<file path="src/rtl/stream_mux_rr.sv">
// stream_mux_rr: N-channel valid/ready stream multiplexer with a registered output stage.
// It supports fixed-select (mode = 0) and round-robin (mode = 1) arbitration.
// Optional packet lock is enabled by defining STREAM_MUX_LOCK_EN. That adds the in_last and out_last ports.
module stream_mux_rr #(
    parameter int WIDTH = 8,
    parameter int NCH   = 4,
    parameter int SELW  = $clog2(NCH)
) (
    input  logic                 clk,
    input  logic                 rst_n,
    input  logic [NCH*WIDTH-1:0] in_data,
    input  logic [NCH-1:0]       in_valid,
    output logic [NCH-1:0]       in_ready,
`ifdef STREAM_MUX_LOCK_EN
    input  logic [NCH-1:0]       in_last,
    output logic                 out_last,
`endif
    input  logic                 mode,
    input  logic [SELW-1:0]      sel,
    output logic [WIDTH-1:0]     out_data,
    output logic                 out_valid,
    input  logic                 out_ready,
    output logic [SELW-1:0]      out_ch
);

    typedef enum logic {EMPTY, FULL} state_t;

    state_t            state;
    logic [SELW-1:0]   rr_ptr;
    logic [NCH-1:0]    rr_grant;
    logic [SELW-1:0]   rr_idx;
    logic              rr_hit;
    int unsigned       rr_pos;
    logic [NCH-1:0]    grant;
    logic [SELW-1:0]   gidx;
    logic              sel_ok;
    logic              can_load;
    logic              xfer;
    logic              adv_ptr;
    logic [SELW-1:0]   next_ptr;
    logic [WIDTH-1:0]  word;

`ifdef STREAM_MUX_LOCK_EN
    logic              locked;
    logic [SELW-1:0]   lock_ch;
`endif

    assign sel_ok    = (int'(sel) < NCH);
    assign out_valid = (state == FULL);
    assign can_load  = (state == EMPTY) | out_ready;
    assign in_ready  = grant & {NCH{can_load & rst_n}};
    assign xfer      = |in_ready;
    assign next_ptr  = (gidx == SELW'(NCH - 1)) ? '0 : gidx + SELW'(1);

    // Round-robin search: the first valid channel at or after rr_ptr, with wrap-around.
    always_comb begin
        rr_grant = '0;
        rr_idx   = '0;
        rr_hit   = 1'b0;
        rr_pos   = 0;
        for (int unsigned k = 0; k < NCH; k++) begin
            rr_pos = int'(rr_ptr) + k;
            if (rr_pos >= NCH) rr_pos = rr_pos - NCH;
            if (!rr_hit && in_valid[rr_pos]) begin
                rr_hit           = 1'b1;
                rr_grant[rr_pos] = 1'b1;
                rr_idx           = SELW'(rr_pos);
            end
        end
    end

    // Final one-hot grant and its index, chosen by mode (or by an active packet lock).
    always_comb begin
        grant = '0;
        gidx  = '0;
        if (mode) begin
            grant = rr_grant;
            gidx  = rr_idx;
        end else if (sel_ok) begin
            grant[sel] = in_valid[sel];
            gidx       = sel;
        end
`ifdef STREAM_MUX_LOCK_EN
        if (locked) begin
            grant          = '0;
            grant[lock_ch] = in_valid[lock_ch];
            gidx           = lock_ch;
        end
`endif
    end

    // Select the granted channel's data word.
    always_comb begin
        word = '0;
        for (int unsigned i = 0; i < NCH; i++) begin
            if (SELW'(i) == gidx) word = in_data[i*WIDTH +: WIDTH];
        end
    end

    // Pointer advance rule: on every mode-1 beat, or only on a packet's last beat when locking is enabled.
    always_comb begin
`ifdef STREAM_MUX_LOCK_EN
        adv_ptr = xfer & mode & in_last[gidx];
`else
        adv_ptr = xfer & mode;
`endif
    end

    // Output register FSM. When full and drained, a new word replaces the old one on the same edge.
    always_ff @(posedge clk) begin
        if (!rst_n) begin
            state    <= EMPTY;
            out_data <= '0;
            out_ch   <= '0;
            rr_ptr   <= '0;
`ifdef STREAM_MUX_LOCK_EN
            out_last <= 1'b0;
            locked   <= 1'b0;
            lock_ch  <= '0;
`endif
        end else begin
            if (xfer) begin
                state    <= FULL;
                out_data <= word;
                out_ch   <= gidx;
                if (adv_ptr) rr_ptr <= next_ptr;
`ifdef STREAM_MUX_LOCK_EN
                out_last <= in_last[gidx];
                locked   <= ~in_last[gidx];
                lock_ch  <= gidx;
`endif
            end else if (state == FULL && out_ready) begin
                state <= EMPTY;
            end
        end
    end

endmodule

</file>
<file path="config.mk">
export PLATFORM = sky130hd
export DESIGN_NAME = stream_mux_rr
export DESIGN_NICKNAME = d
export VERILOG_FILES = /design/src/rtl/stream_mux_rr.sv
export SDC_FILE = /design/constraint.sdc
export NUM_CORES = 1
export LEC_CHECK = 0
export CORE_MARGIN = 1.5
export CORE_UTILIZATION = 43
export CTS_CLUSTER_SIZE = 40
export DETAILED_ROUTE_END_ITERATION = 16
export PLACE_DENSITY = 0.8
export SETUP_SLACK_MARGIN = 0.05
export SYNTH_ARGS = -nofsm -noshare
export SYNTH_HDL_FRONTEND = slang
export SYNTH_SLANG_ARGS = --single-unit
</file>
<file path="constraint.sdc">
create_clock -name clk -period 4.7 [get_ports clk]
set_clock_uncertainty 0.2 [all_clocks]
set_input_delay 0.705 -clock clk [delete_from_list [all_inputs] [get_ports clk]]
set_output_delay 0.705 -clock clk [all_outputs]
set_load 0.05 [all_outputs]
</file>
==> reports/results.ini <==
[status]
outcome=completed

[drt]
post-route-drc-count=0
dr_total_vias=1471
drt_iter0_drc=55
drtAntennaViolNets=0
viasPerCell=5.27
wirelength_mm=3.67
wl_per_cell_um=13.2
first_pass_iters=4

[floorplan]
num_io_pins=57
design.core.area_um2=3080
die_w_um=60.0
fp.dieArea_um2=3600
rows=20
die_y_um=60.0
start_util_pct=45.4

[global_routing]
antenna_found_initial=0
grt_max_degree=22
grt_pass1_vias=1255
grt_pass1_wl_mm=5.78
overflow=0
gr-usage-all-layers_pct=20.7

[logic_synthesis]
syn_avg_cell_area_um2=7.67
syn-num-nets=233
syn_inst=182
netlist_area_um2=1400
yosys.cell_types.count=33
synth-seq-cells=13
ys.warnings.count=0
ys_seq_area_share_pct=18.6

[critical_path]
cp.required_ns=3.80
crit_fanout=10
crit_family=buffers and inverters
crit_path_top_delay_cell=clkdlybuf4s50_1
crit_chain=clkdlybuf4s50_1, mux4_2, nor3b_4, a21bo_2, o31ai_4, inv_1, clkdlybuf4s50_1
cp-end-kind=primary output
crit_path_start_kind=input port
path_buf_inv=3
cp_common_cell=clkdlybuf4s50_1
crit_type=input port to primary output
critPathArrivalTime_ns=3.32
slowest_delay_ns=0.79

[power_and_ir_drop]
leakage_nw=0.800
max-vdd-ir-drop_uv=311
p_per_area_nw_per_um2=473

[hold_path]
hp-class=flop to flop

[sta]
tightest_slew_ns=0.511
final_max_slew_viol_count=0
finalCritPeriodShare_pct=90.0
fin_crit_ns=4.23
setup_tns_ns=0
maxSlewHeadroom_pct=65.8
setup_viol=0
rsz0062_at_grt=false
clock.fmax_mhz=236
hold_viol=0

[clock_tree]
clock_path_buffers=2
clock-root-buffer=clkbuf_4
cts_setup_buffers=0
cts_buffers=3
clkLatencyLatePin_ns=0.27
tritoncts=built
postCtsHoldBufs=0
clkTransAtPathRegs_ns=0.08
ctsResizeCount=0
cts_max_level=1
cts_sinks=13

[layout]
syn2layout_area_growth_pct=43.5
fin_area_um2=2000
utilization_pct=65.1
layout.nets=287
final_layout_size_suffix_gt1_share_pct=12.8
antenna_cells=0
fillers=273
fin_cells=279

[placement]
dp_hpwl_mm=2.87
port-buffer-count=56
place_congestion=0.844
dp_cells=275
place_area_um2=1980

[run]
maxCapViolCount=0

-- worst min-delay path, cell delays in order, from the launching register on --
cell,delay (ns)
dfxtp_1,0.34
mux2i_1,0.07
nor2_1,0.08
-- metal layers --
layer | routed length (um) | GRT usage, % | up-vias
li1 | - | - | 754
met1 | 1920 | 33.1 | 671
met2 | 1570 | 29.3 | 44
met3 | 160 | 1.95 | 2
met4 | 23 | 4.76 | 0
met5 | 0 | 0 | -
-- worst paths after layout --
path	from	to	slack [ns]	depth (start not counted)
setup / recovery	in_valid[2]	in_ready[2]	0.47	7
hold / removal	out_ch[1]	out_ch[1]	0.31	2
setup reg to reg	rr_ptr[1]	out_data[7]	0.67	15
hold reg to reg	out_ch[1]	out_ch[1]	0.31	2
-- logic make-up after synthesis --
group / count (synthesis) / share of synthesized area, %
buffers and inverters: 24 / 8.06
flip-flops: 13 / 18.6
multiplexers: 6 / 6.99
AND/OR/NAND/NOR: 64 / 22.1
AO/OA/AOI/OAI: 66 / 36.1
adder cells (fa/ha/maj): 9 / 8.06
-- state kept, by name, indices dropped and copies added, names as in the netlist --
name	count
out_valid	1
rr_ptr	2
out_data	8
out_ch	2
-- Yosys cell counts --
library cell / number / area (um2)
a31o_2: 1 / 8.76
o211ai_1: 2 / 15.0
nor3b_1: 2 / 15.0
ha_1: 9 / 113
a211oi_2: 9 / 113
nor3b_4: 1 / 18.8
clkinv_1: 1 / 3.75
clkbuf_1: 8 / 30.0
a21boi_0: 4 / 30.0
inv_1: 12 / 45.0
a31oi_1: 5 / 31.3
buf_6: 3 / 33.8
dfxtp_1: 13 / 260
mux2i_1: 3 / 30.0
o31ai_2: 3 / 37.5
nor2_1: 30 / 113
o311ai_0: 1 / 8.76
nand4_2: 1 / 12.5
o21ai_0: 8 / 40.0
o21a_1: 1 / 7.51
a211o_1: 1 / 8.76
nand2b_1: 2 / 12.5
a21oi_1: 21 / 105
nand2_1: 17 / 63.8
and3b_1: 2 / 17.5
nor3_1: 1 / 5.00
mux4_2: 3 / 67.6
a22oi_1: 5 / 37.5
nand3_1: 2 / 10.0
o31ai_4: 1 / 21.3
nor2b_1: 3 / 18.8
nand3b_1: 3 / 22.5
a21bo_2: 4 / 40.0
-- layout by cell type (no fill, tap or decap), types with 4 or more instances in the layout --
cell              n
a211oi_2          9
ha_1              9
inv_1            12
a22oi_1           5
nand2_1          17
a21bo_2           4
nor2_1           30
o21ai_0           8
clkdlybuf4s50_1  56
a31oi_1           5
dfxtp_1          13
buf_4             4
a21oi_1          21
a21boi_0          4
-- final cells by class --
class	count	area [um2]	area share (%)
multi-input combinational	145	1020	51.1
timing repair buffer	60	591	29.5
sequential	13	260	13.0
tap	44	55.1	2.75
inverter	13	48.8	2.43
clock buffer	4	26.3	1.31
-- where the power goes --
group	total, mW	internal [mW]	leakage, nW	switching, mW
registers	0.164	0.146	0.108	0.0180
clock network	0.0692	0.0329	0.0150	0.0363
logic	0.716	0.279	0.677	0.437
total	0.949	0.458	0.800	0.491
-- per-stage QoR --
stage | hold WS, ns | total power [mW] | setup slack (ns)
floorplan | 0.459 | 0.696 | 0.831
global placement | 0.286 | 0.871 | 0.353
detailed placement | 0.288 | 0.880 | 0.330
CTS | 0.315 | 0.950 | 0.479
global route | 0.364 | 1.02 | 0.275
finish | 0.311 | 0.949 | 0.470
(Power assumes the default switching activity.)
